## config.mk

```make
export PLATFORM = sky130hd
export DESIGN_NAME = alu_sequencer_flat
export DESIGN_NICKNAME = d
export VERILOG_FILES = /design/src/rtl/alu_sequencer_if.sv /design/src/rtl/alu_sequencer.sv /design/src/flat_wrapper.sv
export SDC_FILE = /design/constraint.sdc
export NUM_CORES = 1
export LEC_CHECK = 0
export ABC_CLOCK_PERIOD_IN_PS = 1800
export CORE_ASPECT_RATIO = 1.1
export CORE_MARGIN = 2
export CORE_UTILIZATION = 29
export DETAILED_ROUTE_END_ITERATION = 12
export PLACE_DENSITY_LB_ADDON = 0.3
export SYNTH_ARGS = -nofsm -noshare
export SYNTH_HDL_FRONTEND = slang
export SYNTH_SLANG_ARGS = --single-unit
```

## constraint.sdc

```tcl
create_clock -name clock -period 1.8 [get_ports clock]
set_input_delay 0.27 -clock clock [delete_from_list [all_inputs] [get_ports clock]]
set_output_delay 0.27 -clock clock [all_outputs]
set_load 0.05 [all_outputs]
```

## src/rtl/alu_sequencer_if.sv

```systemverilog
// Request handshake and datapath control strobes between a requester and the ALU sequencer.
// The slave side is the sequencer; the master side issues requests and consumes strobes.
interface alu_sequencer_if;
   logic       req_valid;
   logic       req_ready;
   logic [4:0] op;
   logic [3:0] ra_sel;
   logic [3:0] rb_sel;
   logic [3:0] rc_sel;
   logic       use_imm;
   logic [3:0] r_out_sel;
   logic       r_out_en;
   logic       c_out;
   logic       zlo_out;
   logic       zhi_out;
   logic       ry_in;
   logic       z_in;
   logic       lo_in;
   logic       hi_in;
   logic [3:0] r_in_sel;
   logic       r_in_en;
   logic [4:0] alu_op;
   logic       done;

   modport master (
      output req_valid, op, ra_sel, rb_sel, rc_sel, use_imm,
      input  req_ready, r_out_sel, r_out_en, c_out, zlo_out, zhi_out,
             ry_in, z_in, lo_in, hi_in, r_in_sel, r_in_en, alu_op, done
   );

   modport slave (
      input  req_valid, op, ra_sel, rb_sel, rc_sel, use_imm,
      output req_ready, r_out_sel, r_out_en, c_out, zlo_out, zhi_out,
             ry_in, z_in, lo_in, hi_in, r_in_sel, r_in_en, alu_op, done
   );
endinterface

```

## src/rtl/alu_sequencer.sv

```systemverilog
// Multi-cycle control sequencer for a single-bus ALU datapath: steps one request through
// T1..T4, driving Moore-decoded bus strobes from the current state and the latched request.
module alu_sequencer #(
   parameter logic [4:0] OP_MUL = 5'b01110,
   parameter logic [4:0] OP_DIV = 5'b01111,
   parameter logic [4:0] OP_NEG = 5'b10000,
   parameter logic [4:0] OP_NOT = 5'b10001
) (
   input  logic           clock,
   input  logic           clear,
   alu_sequencer_if.slave bus
);

   typedef enum logic [2:0] {
      S_IDLE = 3'd0,
      S_T1   = 3'd1,
      S_T2   = 3'd2,
      S_T3   = 3'd3,
      S_T4   = 3'd4
   } state_t;

   state_t     r_state;
   state_t     w_next;
   logic [4:0] r_op;
   logic [3:0] r_ra_sel;
   logic [3:0] r_rb_sel;
   logic [3:0] r_rc_sel;
   logic       r_use_imm;

   logic w_accept;
   logic w_req_unary;
   logic w_unary;
   logic w_wide;

   assign w_accept    = bus.req_valid && (r_state == S_IDLE);
   // Unary ops skip T1 since their single operand goes straight onto the bus in T2.
   assign w_req_unary = (bus.op == OP_NEG) || (bus.op == OP_NOT);
   assign w_unary     = (r_op == OP_NEG) || (r_op == OP_NOT);
   assign w_wide      = (r_op == OP_MUL) || (r_op == OP_DIV);

   always_ff @(posedge clock or negedge clear) begin
      if (!clear) begin
         r_state <= S_IDLE;
      end else begin
         r_state <= w_next;
      end
   end

   always_ff @(posedge clock or negedge clear) begin
      if (!clear) begin
         r_op      <= 5'b00000;
         r_ra_sel  <= 4'd0;
         r_rb_sel  <= 4'd0;
         r_rc_sel  <= 4'd0;
         r_use_imm <= 1'b0;
      end else if (w_accept) begin
         r_op      <= bus.op;
         r_ra_sel  <= bus.ra_sel;
         r_rb_sel  <= bus.rb_sel;
         r_rc_sel  <= bus.rc_sel;
         r_use_imm <= bus.use_imm;
      end
   end

   always_comb begin
      w_next = r_state;
      case (r_state)
         S_IDLE:  if (w_accept) w_next = w_req_unary ? S_T2 : S_T1;
         S_T1:    w_next = S_T2;
         S_T2:    w_next = S_T3;
         S_T3:    w_next = w_wide ? S_T4 : S_IDLE;
         S_T4:    w_next = S_IDLE;
         default: w_next = S_IDLE;
      endcase
   end

   always_comb begin
      bus.req_ready = 1'b0;
      bus.r_out_sel = 4'd0;
      bus.r_out_en  = 1'b0;
      bus.c_out     = 1'b0;
      bus.zlo_out   = 1'b0;
      bus.zhi_out   = 1'b0;
      bus.ry_in     = 1'b0;
      bus.z_in      = 1'b0;
      bus.lo_in     = 1'b0;
      bus.hi_in     = 1'b0;
      bus.r_in_sel  = 4'd0;
      bus.r_in_en   = 1'b0;
      bus.alu_op    = 5'b00000;
      bus.done      = 1'b0;
      case (r_state)
         S_IDLE: bus.req_ready = 1'b1;
         S_T1: begin
            bus.r_out_en  = 1'b1;
            bus.r_out_sel = r_ra_sel;
            bus.ry_in     = 1'b1;
         end
         S_T2: begin
            bus.alu_op = r_op;
            bus.z_in   = 1'b1;
            if (w_unary) begin
               bus.r_out_en  = 1'b1;
               bus.r_out_sel = r_ra_sel;
            end else if (w_wide || !r_use_imm) begin
               bus.r_out_en  = 1'b1;
               bus.r_out_sel = r_rb_sel;
            end else begin
               bus.c_out = 1'b1;
            end
         end
         S_T3: begin
            bus.zlo_out = 1'b1;
            // Wide results park the low word in LO; the register file is written only for narrow ops.
            if (w_wide) begin
               bus.lo_in = 1'b1;
            end else begin
               bus.r_in_en  = 1'b1;
               bus.r_in_sel = r_rc_sel;
               bus.done     = 1'b1;
            end
         end
         S_T4: begin
            bus.zhi_out = 1'b1;
            bus.hi_in   = 1'b1;
            bus.done    = 1'b1;
         end
         default: bus.req_ready = 1'b0;
      endcase
   end

endmodule

```

## src/flat_wrapper.sv

```systemverilog
// flat-port wrapper written by rule: the top's interface ports become plain ports
module alu_sequencer_flat 
#(
   parameter logic [4:0] OP_MUL = 5'b01110,
   parameter logic [4:0] OP_DIV = 5'b01111,
   parameter logic [4:0] OP_NEG = 5'b10000,
   parameter logic [4:0] OP_NOT = 5'b10001
)
  (clock, clear, bus_req_valid, bus_op, bus_ra_sel, bus_rb_sel, bus_rc_sel, bus_use_imm, bus_req_ready, bus_r_out_sel, bus_r_out_en, bus_c_out, bus_zlo_out, bus_zhi_out, bus_ry_in, bus_z_in, bus_lo_in, bus_hi_in, bus_r_in_sel, bus_r_in_en, bus_alu_op, bus_done);
  alu_sequencer_if bus_i ();
  input  logic clock;
  input  logic clear;
  input wire logic [$bits(bus_i.req_valid)-1:0] bus_req_valid;
  input wire logic [$bits(bus_i.op)-1:0] bus_op;
  input wire logic [$bits(bus_i.ra_sel)-1:0] bus_ra_sel;
  input wire logic [$bits(bus_i.rb_sel)-1:0] bus_rb_sel;
  input wire logic [$bits(bus_i.rc_sel)-1:0] bus_rc_sel;
  input wire logic [$bits(bus_i.use_imm)-1:0] bus_use_imm;
  output wire logic [$bits(bus_i.req_ready)-1:0] bus_req_ready;
  output wire logic [$bits(bus_i.r_out_sel)-1:0] bus_r_out_sel;
  output wire logic [$bits(bus_i.r_out_en)-1:0] bus_r_out_en;
  output wire logic [$bits(bus_i.c_out)-1:0] bus_c_out;
  output wire logic [$bits(bus_i.zlo_out)-1:0] bus_zlo_out;
  output wire logic [$bits(bus_i.zhi_out)-1:0] bus_zhi_out;
  output wire logic [$bits(bus_i.ry_in)-1:0] bus_ry_in;
  output wire logic [$bits(bus_i.z_in)-1:0] bus_z_in;
  output wire logic [$bits(bus_i.lo_in)-1:0] bus_lo_in;
  output wire logic [$bits(bus_i.hi_in)-1:0] bus_hi_in;
  output wire logic [$bits(bus_i.r_in_sel)-1:0] bus_r_in_sel;
  output wire logic [$bits(bus_i.r_in_en)-1:0] bus_r_in_en;
  output wire logic [$bits(bus_i.alu_op)-1:0] bus_alu_op;
  output wire logic [$bits(bus_i.done)-1:0] bus_done;
  assign bus_i.req_valid = bus_req_valid;
  assign bus_i.op = bus_op;
  assign bus_i.ra_sel = bus_ra_sel;
  assign bus_i.rb_sel = bus_rb_sel;
  assign bus_i.rc_sel = bus_rc_sel;
  assign bus_i.use_imm = bus_use_imm;
  assign bus_req_ready = bus_i.req_ready;
  assign bus_r_out_sel = bus_i.r_out_sel;
  assign bus_r_out_en = bus_i.r_out_en;
  assign bus_c_out = bus_i.c_out;
  assign bus_zlo_out = bus_i.zlo_out;
  assign bus_zhi_out = bus_i.zhi_out;
  assign bus_ry_in = bus_i.ry_in;
  assign bus_z_in = bus_i.z_in;
  assign bus_lo_in = bus_i.lo_in;
  assign bus_hi_in = bus_i.hi_in;
  assign bus_r_in_sel = bus_i.r_in_sel;
  assign bus_r_in_en = bus_i.r_in_en;
  assign bus_alu_op = bus_i.alu_op;
  assign bus_done = bus_i.done;
  alu_sequencer #(.OP_MUL(OP_MUL), .OP_DIV(OP_DIV), .OP_NEG(OP_NEG), .OP_NOT(OP_NOT)) u_core (.clock(clock), .clear(clear), .bus(bus_i));
endmodule
```

==> results of run 1 <==
[per-stage QoR]
stage          std cells  setup TNS, ns  area [sq um]  setup slack, ns
2_1_floorplan         83         -0.989          1220          -0.0873
3_3_place_gp         178              0          1930           0.0347
3_5_place_dp         178         -0.151          1930          -0.0411
4_1_cts              192          -1.66          2110           -0.167
5_1_grt              206          -2.79          2260           -0.228
6_report             206          -1.64          2260           -0.169
[per-layer routing]
layer,share of wire,track usage
met1,0.37,0.164
met2,0.55,0.268
met3,0.062,0.0375
met4,0.015,0.0519
met5,0,0
[worst max-delay path, stage by stage, from the launching register on]
cell,delay (ns)
dfrtp_2,0.45
nor4b_4,0.37
a211oi_4,0.07
buf_6,0.14
a22o_4,0.25
buf_12,0.14
[cells in the mapped netlist]
| cell | count |
|---|---|
| dfrtp_1 | 21 |
| mux2_4 | 10 |
| and2_1 | 9 |
| mux2_2 | 8 |
| a22o_1 | 4 |
| nor3_1 | 3 |
| a2111oi_0 | 2 |
| buf_12 | 2 |
| buf_6 | 2 |
| inv_1 | 2 |
| nor2_1 | 2 |
| nor3b_1 | 2 |
| or2_2 | 2 |
| a211oi_2 | 1 |
| a21o_1 | 1 |
| and2_4 | 1 |
| buf_4 | 1 |
| inv_2 | 1 |
| nand2_1 | 1 |
| nand3b_1 | 1 |
| nand4b_1 | 1 |
| nor2b_1 | 1 |
| nor3_2 | 1 |
| nor4b_1 | 1 |
| nor4b_2 | 1 |
| o31a_1 | 1 |
| or3b_4 | 1 |
[state kept, by name (all words and copies together), names as in the netlist]
name and flops:
u_core.r_op 5, u_core.r_ra_sel 4, u_core.r_rb_sel 4, u_core.r_rc_sel 4, u_core.r_state 3, u_core.r_use_imm 1
[final cells by class]
cell class	count	share of cell area
Tap cell	50	0.0277
Sequential cell	21	0.234
Multi-Input combinational cell	54	0.290
Inverter	3	0.00832
Timing Repair Buffer	74	0.420
Clock buffer	4	0.0200
[what timing repair did]
item,in CTS,in global routing
resized for setup,19,8
buffers inserted,10,16
pin swaps,8,9
endpoints found under the hold margin,0,0
setup endpoints to repair,17,25
[kinds of logic after synthesis]
| family | Yosys count | share of synthesized area |
|---|---|---|
| mux | 18 | 0.215 |
| buf+inv | 8 | 0.0730 |
| compound gates | 9 | 0.0730 |
| simple gates | 27 | 0.167 |
| flops | 21 | 0.471 |
[path summary, 6_finish.rpt]
| path | from | end | depth (start not counted) |
|---|---|---|---|
| max | u_core.r_op[3] | bus_r_out_sel[3] | 5 |
| max in group asynchronous | clear | u_core.r_op[2] | 2 |
| min | clear | u_core.r_rb_sel[2] | 2 |
| min in group clock | u_core.r_rc_sel[2] | u_core.r_rc_sel[2] | 1 |
| min reg2reg | u_core.r_rc_sel[2] | u_core.r_rc_sel[2] | 1 |
| max reg2reg | u_core.r_state[2] | u_core.r_rb_sel[3] | 6 |
[power by group through the flow]
| stage | clock network (mW) | registers (mW) | logic [mW] |
|---|---|---|---|
| after floorplan | 0 | 0.844 | 1.95 |
| after global placement | 0 | 0.886 | 3.08 |
| after detailed placement | 0 | 0.898 | 3.14 |
| after CTS | 0.325 | 0.907 | 3.42 |
| after global routing | 0.349 | 0.950 | 3.88 |
| final | 0.319 | 0.915 | 3.72 |
==> out/results.txt, run 1 <==
Layout Utilization = 0.617
cell accounting for the most synthesized area = dfrtp_1
Combinational Power Share = 0.751
Synth Register Bits = 21
Mapped Area = 1110 sq um
Leak = 0.990 nW
number of port buffers = 44
Final Hold Viols = 0
Clk pin slew, worst setup/hold paths = 0.08 ns
gpl congestion = 0.760
Max Root-Sink Buffers = 2
initial core utilization = 0.305
startpoint types = flop
# rows = 23
vias in the first global route = 1074
synth unique cells = 27
cts bufs inserted = 3
failing checks = negative setup slack
Seq/Total Area, Yosys = 0.471
minimum clock period = 1.97 ns
routed len/inst = 15.6 microns
share of layout cells above drive strength 1 = 0.679
CTS tree = yes
DRT Pass-1 Iters = 4
power per cell area = 2200 nW/um^2
WP data arrival = 1.70 ns
Hold/Removal Path Class = input pin to asynchronous set/reset pin
# diodes = 0
synth warn = 0
hold slack = 0.344 ns
synthesized netlist cell count = 83
WL final = 3210 microns
most common cell after layout, fill and taps aside = buf_12
final worst slack = -0.169 ns
run status = complete, but fails checks
initial antenna violation count = 0
largest net degree at the start of global routing = 22
clock sink total = 21
initial drt markers = 19
CP Capture Type = primary output
Pwr Total = 4.96 mW
Syn-to-layout area delta = 102%
Setup-failing EPs final = 16
Congestion Overflow GR = 0
RSZ-0062 raised after global routing = yes
Clock Latency Late Sink = 0.27 ns
CTS Root Cell = clkbuf_8
drt drc = 0
Synth top area share = 0.471
FF+latch area = 528 sq um
DIE WIDTH = 63.1 microns
antenna-violating nets left = 0
Worst R2R Setup Slack = 0.14 ns
Seq pwr share = 0.185
CTS Hold Bufs = 0
NetSw = 2.08 mW
relative slew slack = 0.707
io pins = 45
clock power share = 0.064
Global Route Usage Sum = 0.148
final setup skew = 0.00417 ns
f_max = 508 MHz
Final #Nets = 178
vias per cell = 4.64
H-tree depth = 1
most frequent cells in the layout = buf_12 (25), buf_4 (22), clkdlybuf4s50_1 (20)
kind of critical path = flop to primary output
Via Count = 955
Pint = 2.88 mW
die height = 69.0 microns
fin. max-slew vios = 0
Filler cells = 290
Max Cap Violations = 0
DIE AREA = 4360 sq um
CP max FO = 4
Syn Nets = 104
worst-margin pin slew = 0.429 ns
Max VDD drop = 0.00143 V
first-pass GRT wire length = 5060 microns
multi-input combinational cell area = 653 sq um
switching share of power = 0.419
Core Region = 3650 sq um
period utilization = 1.09
DP HPWL = 2100 microns
Synth area leaders = dfrtp_1 (47%), mux2_4 (13%), mux2_2 (8.1%)
Critical Path RT = 1.53 ns
Synth Area per Inst = 13.4 sq um
Note: power is estimated with default switching activity, not from simulation.
==> run 2, diff against run 1 <==
--- a/config.mk
+++ b/config.mk
@@ -5,7 +5,7 @@
 export SDC_FILE = /design/constraint.sdc
 export NUM_CORES = 1
 export LEC_CHECK = 0
-export ABC_CLOCK_PERIOD_IN_PS = 1800
+export ABC_CLOCK_PERIOD_IN_PS = 2300
 export CORE_ASPECT_RATIO = 1.1
 export CORE_MARGIN = 2
 export CORE_UTILIZATION = 29
==> constraint.sdc (replaced) <==
create_clock -name clock -period 2.3 [get_ports clock]
set_input_delay 0.345 -clock clock [delete_from_list [all_inputs] [get_ports clock]]
set_output_delay 0.345 -clock clock [all_outputs]
set_load 0.05 [all_outputs]
==> run 2 against run 1 <==
Net effect: the flow now finishes without violations; sequential power shrank 21%; final cell count shrank 14%; worst setup slack gained 0.26 ns; critical path depth shrank 2; combinational power shrank 45%; count of clock-buffer cells in the layout is the same; utilization shrank 14 points; first-iteration DRC count grew 5.3%; clock skew shrank 0.0019 ns; non-clock buffer count shrank 28; largest power group unchanged.
==> out/results.txt, run 2 (synthesis results as in run 1) <==
r2r endpoint = u_core.r_rb_sel[2]
Hold/Removal Path Class = input pin to asynchronous set/reset pin
minimum clock period = 2.21 ns
CTS tree = yes
post-place setup slack = 0.296 ns
Setup-failing EPs final = 0
clock power share = 0.081
die height = 69.0 microns
share of layout cells above drive strength 1 = 0.453
setup_tns = 0 ns
DIE WIDTH = 63.1 microns
Syn-to-layout area delta = 57.4%
initial antenna violation count = 0
most frequent cells in the layout = clkdlybuf4s50_1 (24), dfrtp_1 (19), buf_12 (12)
period utilization = 0.960
# rows = 23
largest net degree at the start of global routing = 22
FF+latch area = 528 sq um
CTS Root Cell = clkbuf_8
routed len/inst = 13.9 microns
vias in the first global route = 879
Combinational Power Share = 0.679
DRT Pass-1 Iters = 4
fin. max-slew vios = 0
relative slew slack = 0.662
Filler cells = 349
Biggest register = u_core.r_op
multi-input combinational cell area = 549 sq um
Layout Utilization = 0.480
initial drt markers = 20
Final #Nets = 150
io pins = 45
DP HPWL = 1900 microns
r2r worst-path depth = 3
cts bufs inserted = 3
max FFs per register = 5
switching share of power = 0.452
RSZ-0062 raised after global routing = no
Max VDD drop = 0.000770 V
run status = completed
startpoint types = flop
drt drc = 0
Congestion Overflow GR = 0
Global Route Usage Sum = 0.125
Core Region = 3650 sq um
# diodes = 0
f_max = 453 MHz
NetSw = 1.36 mW
Max Root-Sink Buffers = 2
Final Hold Viols = 0
Max Cap Violations = 0
first-pass GRT wire length = 4220 microns
gpl congestion = 0.834
Layout Cells excl Fill = 178
clock sink total = 21
Worst path max stage delay = 0.79 ns
DIE AREA = 4360 sq um
Seq pwr share = 0.240
vias per cell = 4.58
Crit-path slowest cell = clkdlybuf4s50_1
kind of critical path = flop to primary output
placed cell count = 173
CP max FO = 7
final setup skew = 0.00231 ns
Worst R2R Setup Slack = 0.72 ns
power per cell area = 1720 nW/um^2
Clk pin slew, worst setup/hold paths = 0.07 ns
Clock Latency Late Sink = 0.26 ns
WP data arrival = 1.86 ns
CTS Hold Bufs = 0
antenna-violating nets left = 0
WL final = 2470 microns
Via Count = 815
initial core utilization = 0.305
final worst slack = 0.0931 ns
most common cell after layout, fill and taps aside = clkdlybuf4s50_1
Pint = 1.65 mW
Leak = 0.743 nW
worst-margin pin slew = 0.506 ns
CP Capture Type = primary output
critical-path cell list = nand3b_1 > inv_1 > clkdlybuf4s50_1
H-tree depth = 1
Critical Path RT = 1.96 ns
origin of the critical flop-to-flop path = u_core.r_state[1]
number of port buffers = 44
-- run 2: cell count changes in the layout (fill, tap and decap cells not counted), moves of 4 or more --
cell             change
and2_1               +9
buf_6                -6
clkdlybuf4s50_1      +4
and2_4               -7
buf_4               -12
a22o_1               +4
buf_12              -13
a22o_4               -4
-- run 2: through the flow --
| step | instance area [sq um] | hold WS, ns | total power [mW] |
|---|---|---|---|
| finish | 1750 | 0.432 | 3.02 |
| global route | 1750 | 0.474 | 3.17 |
| CTS | 1720 | 0.445 | 2.98 |
| detailed placement | 1670 | 0.492 | 2.73 |
| global placement | 1670 | 0.484 | 2.70 |
| floorplan | 1130 | 0.0494 | 2.01 |
-- run 2: critical path, delay by kind of cell (launching register included) --
kind	cells	cell delay [ns]
AND/OR/NAND/NOR	1	0.26
buffers and inverters	2	0.89
flip-flops	1	0.45
-- run 2: final cells by class --
type / instances / share of cell area
clock buffers: 4 / 0.0257
well taps: 50 / 0.0357
flip-flops and latches: 21 / 0.301
multi-input cells: 54 / 0.313
inverters: 3 / 0.00785
repair buffers: 46 / 0.317
-- run 2: worst max path at each step --
| stage | start | end | slack (ns) | cells after the start |
|---|---|---|---|---|
| floorplan | u_core.r_state[1] | bus_r_out_en | 0.04 | 4 |
| global placement | u_core.r_state[1] | bus_r_out_sel[3] | 0.31 | 4 |
| detailed placement | u_core.r_state[1] | bus_r_out_sel[1] | 0.30 | 4 |
| CTS | u_core.r_state[1] | bus_r_out_sel[3] | 0.005 | 4 |
| global route | u_core.r_state[2] | bus_zlo_out | 0.008 | 3 |
| finish | u_core.r_state[2] | bus_zlo_out | 0.09 | 3 |
-- run 2: power by group through the flow --
stage / registers (mW) / clock network (mW) / logic, mW
floorplan: 0.643 / 0 / 1.37
global placement: 0.705 / 0 / 2.00
detailed placement: 0.713 / 0 / 2.02
CTS: 0.710 / 0.250 / 2.02
global route: 0.759 / 0.266 / 2.14
finish: 0.725 / 0.244 / 2.05
-- run 2: repair_timing --
| item | CTS | global route |
|---|---|---|
| setup buffers | 0 | 1 |
| setup endpoints to repair | 0 | 4 |
| gates resized for setup | 0 | 6 |
| endpoints found under the hold margin | 0 | 0 |
-- run 2: routing by layer --
layer | global-route usage | vias up | wire length (microns)
met5 | 0 | - | 0
met4 | 0.0667 | 0 | 59
met3 | 0.0228 | 5 | 122
met2 | 0.210 | 27 | 1260
met1 | 0.150 | 402 | 1030
li1 | - | 381 | -
==> run 3, diff against run 2 <==
--- a/config.mk
+++ b/config.mk
@@ -9,8 +9,8 @@
 export CORE_ASPECT_RATIO = 1.1
 export CORE_MARGIN = 2
 export CORE_UTILIZATION = 29
+export CTS_CLUSTER_DIAMETER = 100
 export DETAILED_ROUTE_END_ITERATION = 12
-export PLACE_DENSITY_LB_ADDON = 0.3
 export SYNTH_ARGS = -nofsm -noshare
 export SYNTH_HDL_FRONTEND = slang
 export SYNTH_SLANG_ARGS = --single-unit
==> run 3 against run 2 <==
Net effect: sequential share of layout area shrank 0.61 points; highest routed layer unchanged; first-iteration DRC count shrank 20%; register-to-register slack is essentially flat; via count shrank 2.7%; clock power is essentially flat; combinational power grew 2%.
==> out/results.txt, run 3 (synthesis results as in run 1) <==
Critical Path RT = 1.96 ns
Clk pin slew, worst setup/hold paths = 0.08 ns
drt drc = 0
largest net degree at the start of global routing = 22
setup_tns = 0 ns
final worst slack = 0.128 ns
Syn-to-layout area delta = 60.6%
Congestion Overflow GR = 0
initial drt markers = 16
DP HPWL = 1970 microns
CP Capture Type = primary output
number of port buffers = 44
relative slew slack = 0.669
CP max FO = 9
max FFs per register = 5
Core Region = 3650 sq um
vias in the first global route = 833
switching share of power = 0.448
RSZ-0062 raised after global routing = no
# diodes = 0
Leak = 0.774 nW
clock power share = 0.078
f_max = 460 MHz
post-place setup slack = 0.328 ns
Clock Latency Late Sink = 0.26 ns
Max Cap Violations = 0
CTS Hold Bufs = 0
period utilization = 0.945
share of layout cells above drive strength 1 = 0.465
most frequent cells in the layout = clkdlybuf4s50_1 (21), dfrtp_1 (19), buf_12 (16)
io pins = 45
Seq pwr share = 0.238
initial core utilization = 0.305
CTS Root Cell = clkbuf_8
minimum clock period = 2.17 ns
Setup-failing EPs final = 0
kind of critical path = flop to primary output
WL final = 2560 microns
placed cell count = 173
Pint = 1.70 mW
postcts setup bufs = 0
clock sink total = 21
startpoint types = flop
antenna-violating nets left = 0
Via Count = 793
gpl congestion = 0.715
Hold/Removal Path Class = input pin to asynchronous set/reset pin
Max Root-Sink Buffers = 2
initial antenna violation count = 0
Layout Cells excl Fill = 177
Layout Utilization = 0.490
power per cell area = 1720 nW/um^2
first-pass GRT wire length = 4360 microns
cts bufs inserted = 3
most common cell after layout, fill and taps aside = clkdlybuf4s50_1
Final Hold Viols = 0
vias per cell = 4.48
Combinational Power Share = 0.684
worst-margin pin slew = 0.496 ns
WP data arrival = 1.83 ns
run status = completed
Final #Nets = 149
DRT Pass-1 Iters = 3
# rows = 23
routed len/inst = 14.5 microns
final setup skew = 0.00244 ns
DIE WIDTH = 63.1 microns
Biggest register = u_core.r_op
H-tree depth = 1
CTS tree = yes
DIE AREA = 4360 sq um
die height = 69.0 microns
Max VDD drop = 0.000608 V
NetSw = 1.38 mW
Global Route Usage Sum = 0.130
fin. max-slew vios = 0
==> run 3: critical path, cell delays in order (launching register included) <==
cell     delay, ns
dfrtp_2       0.47
or3b_4        0.46
inv_4         0.11
a21o_1        0.19
a22o_1        0.20
buf_12        0.15
==> run 3: power groups by stage <==
| stage | registers, mW | logic (mW) | clock network [mW] |
|---|---|---|---|
| after CTS | 0.716 | 2.09 | 0.257 |
| after global routing | 0.762 | 2.19 | 0.272 |
| after floorplan | 0.643 | 1.37 | 0 |
| final | 0.731 | 2.10 | 0.241 |
| after global placement | 0.712 | 2.07 | 0 |
| after detailed placement | 0.721 | 2.09 | 0 |
==> run 3: timing repair <==
| item | 4_1_cts | 5_1_grt |
|---|---|---|
| setup endpoints to repair | 0 | 5 |
| endpoints found under the hold margin | 0 | 0 |
| resized for setup | 0 | 6 |
==> run 3: per-layer routing <==
layer / part of all wire / GRT usage / routed length, microns
met5: 0 / 0 / 0
met4: 0.0090 / 0.0444 / 23
met3: 0.056 / 0.0424 / 144
met2: 0.52 / 0.225 / 1330
met1: 0.41 / 0.149 / 1060
==> run 3: worst paths after layout <==
check                                   start                 end  slack, ns  cells past startpoint
max reg2reg                 u_core.r_state[1]  u_core.r_rb_sel[3]       0.71                      3
max in group asynchronous               clear   u_core.r_state[1]       1.63                      2
min                                     clear  u_core.r_rc_sel[1]       0.43                      2
max                         u_core.r_state[0]    bus_r_out_sel[0]       0.13                      5
min reg2reg                u_core.r_rc_sel[0]  u_core.r_rc_sel[0]       0.50                      1
min in group clock         u_core.r_rc_sel[0]  u_core.r_rc_sel[0]       0.50                      1
==> run 3: final cells by class <==
class                           count  area (sq um)
Tap cell                           50          62.6
Fill cell                         345          1860
Clock inverter                      1          7.51
Clock buffer                        3          41.3
Inverter                            3          13.8
Timing Repair Buffer               45           596
Sequential cell                    21           528
Multi-Input combinational cell     54           542
==> run 3: through the flow <==
step                hold slack (ns)  power (mW)  area, sq um
global route                  0.442        3.22         1790
finish                        0.429        3.07         1790
global placement              0.488        2.78         1720
floorplan                    0.0494        2.01         1130
CTS                           0.430        3.07         1770
detailed placement            0.487        2.81         1720
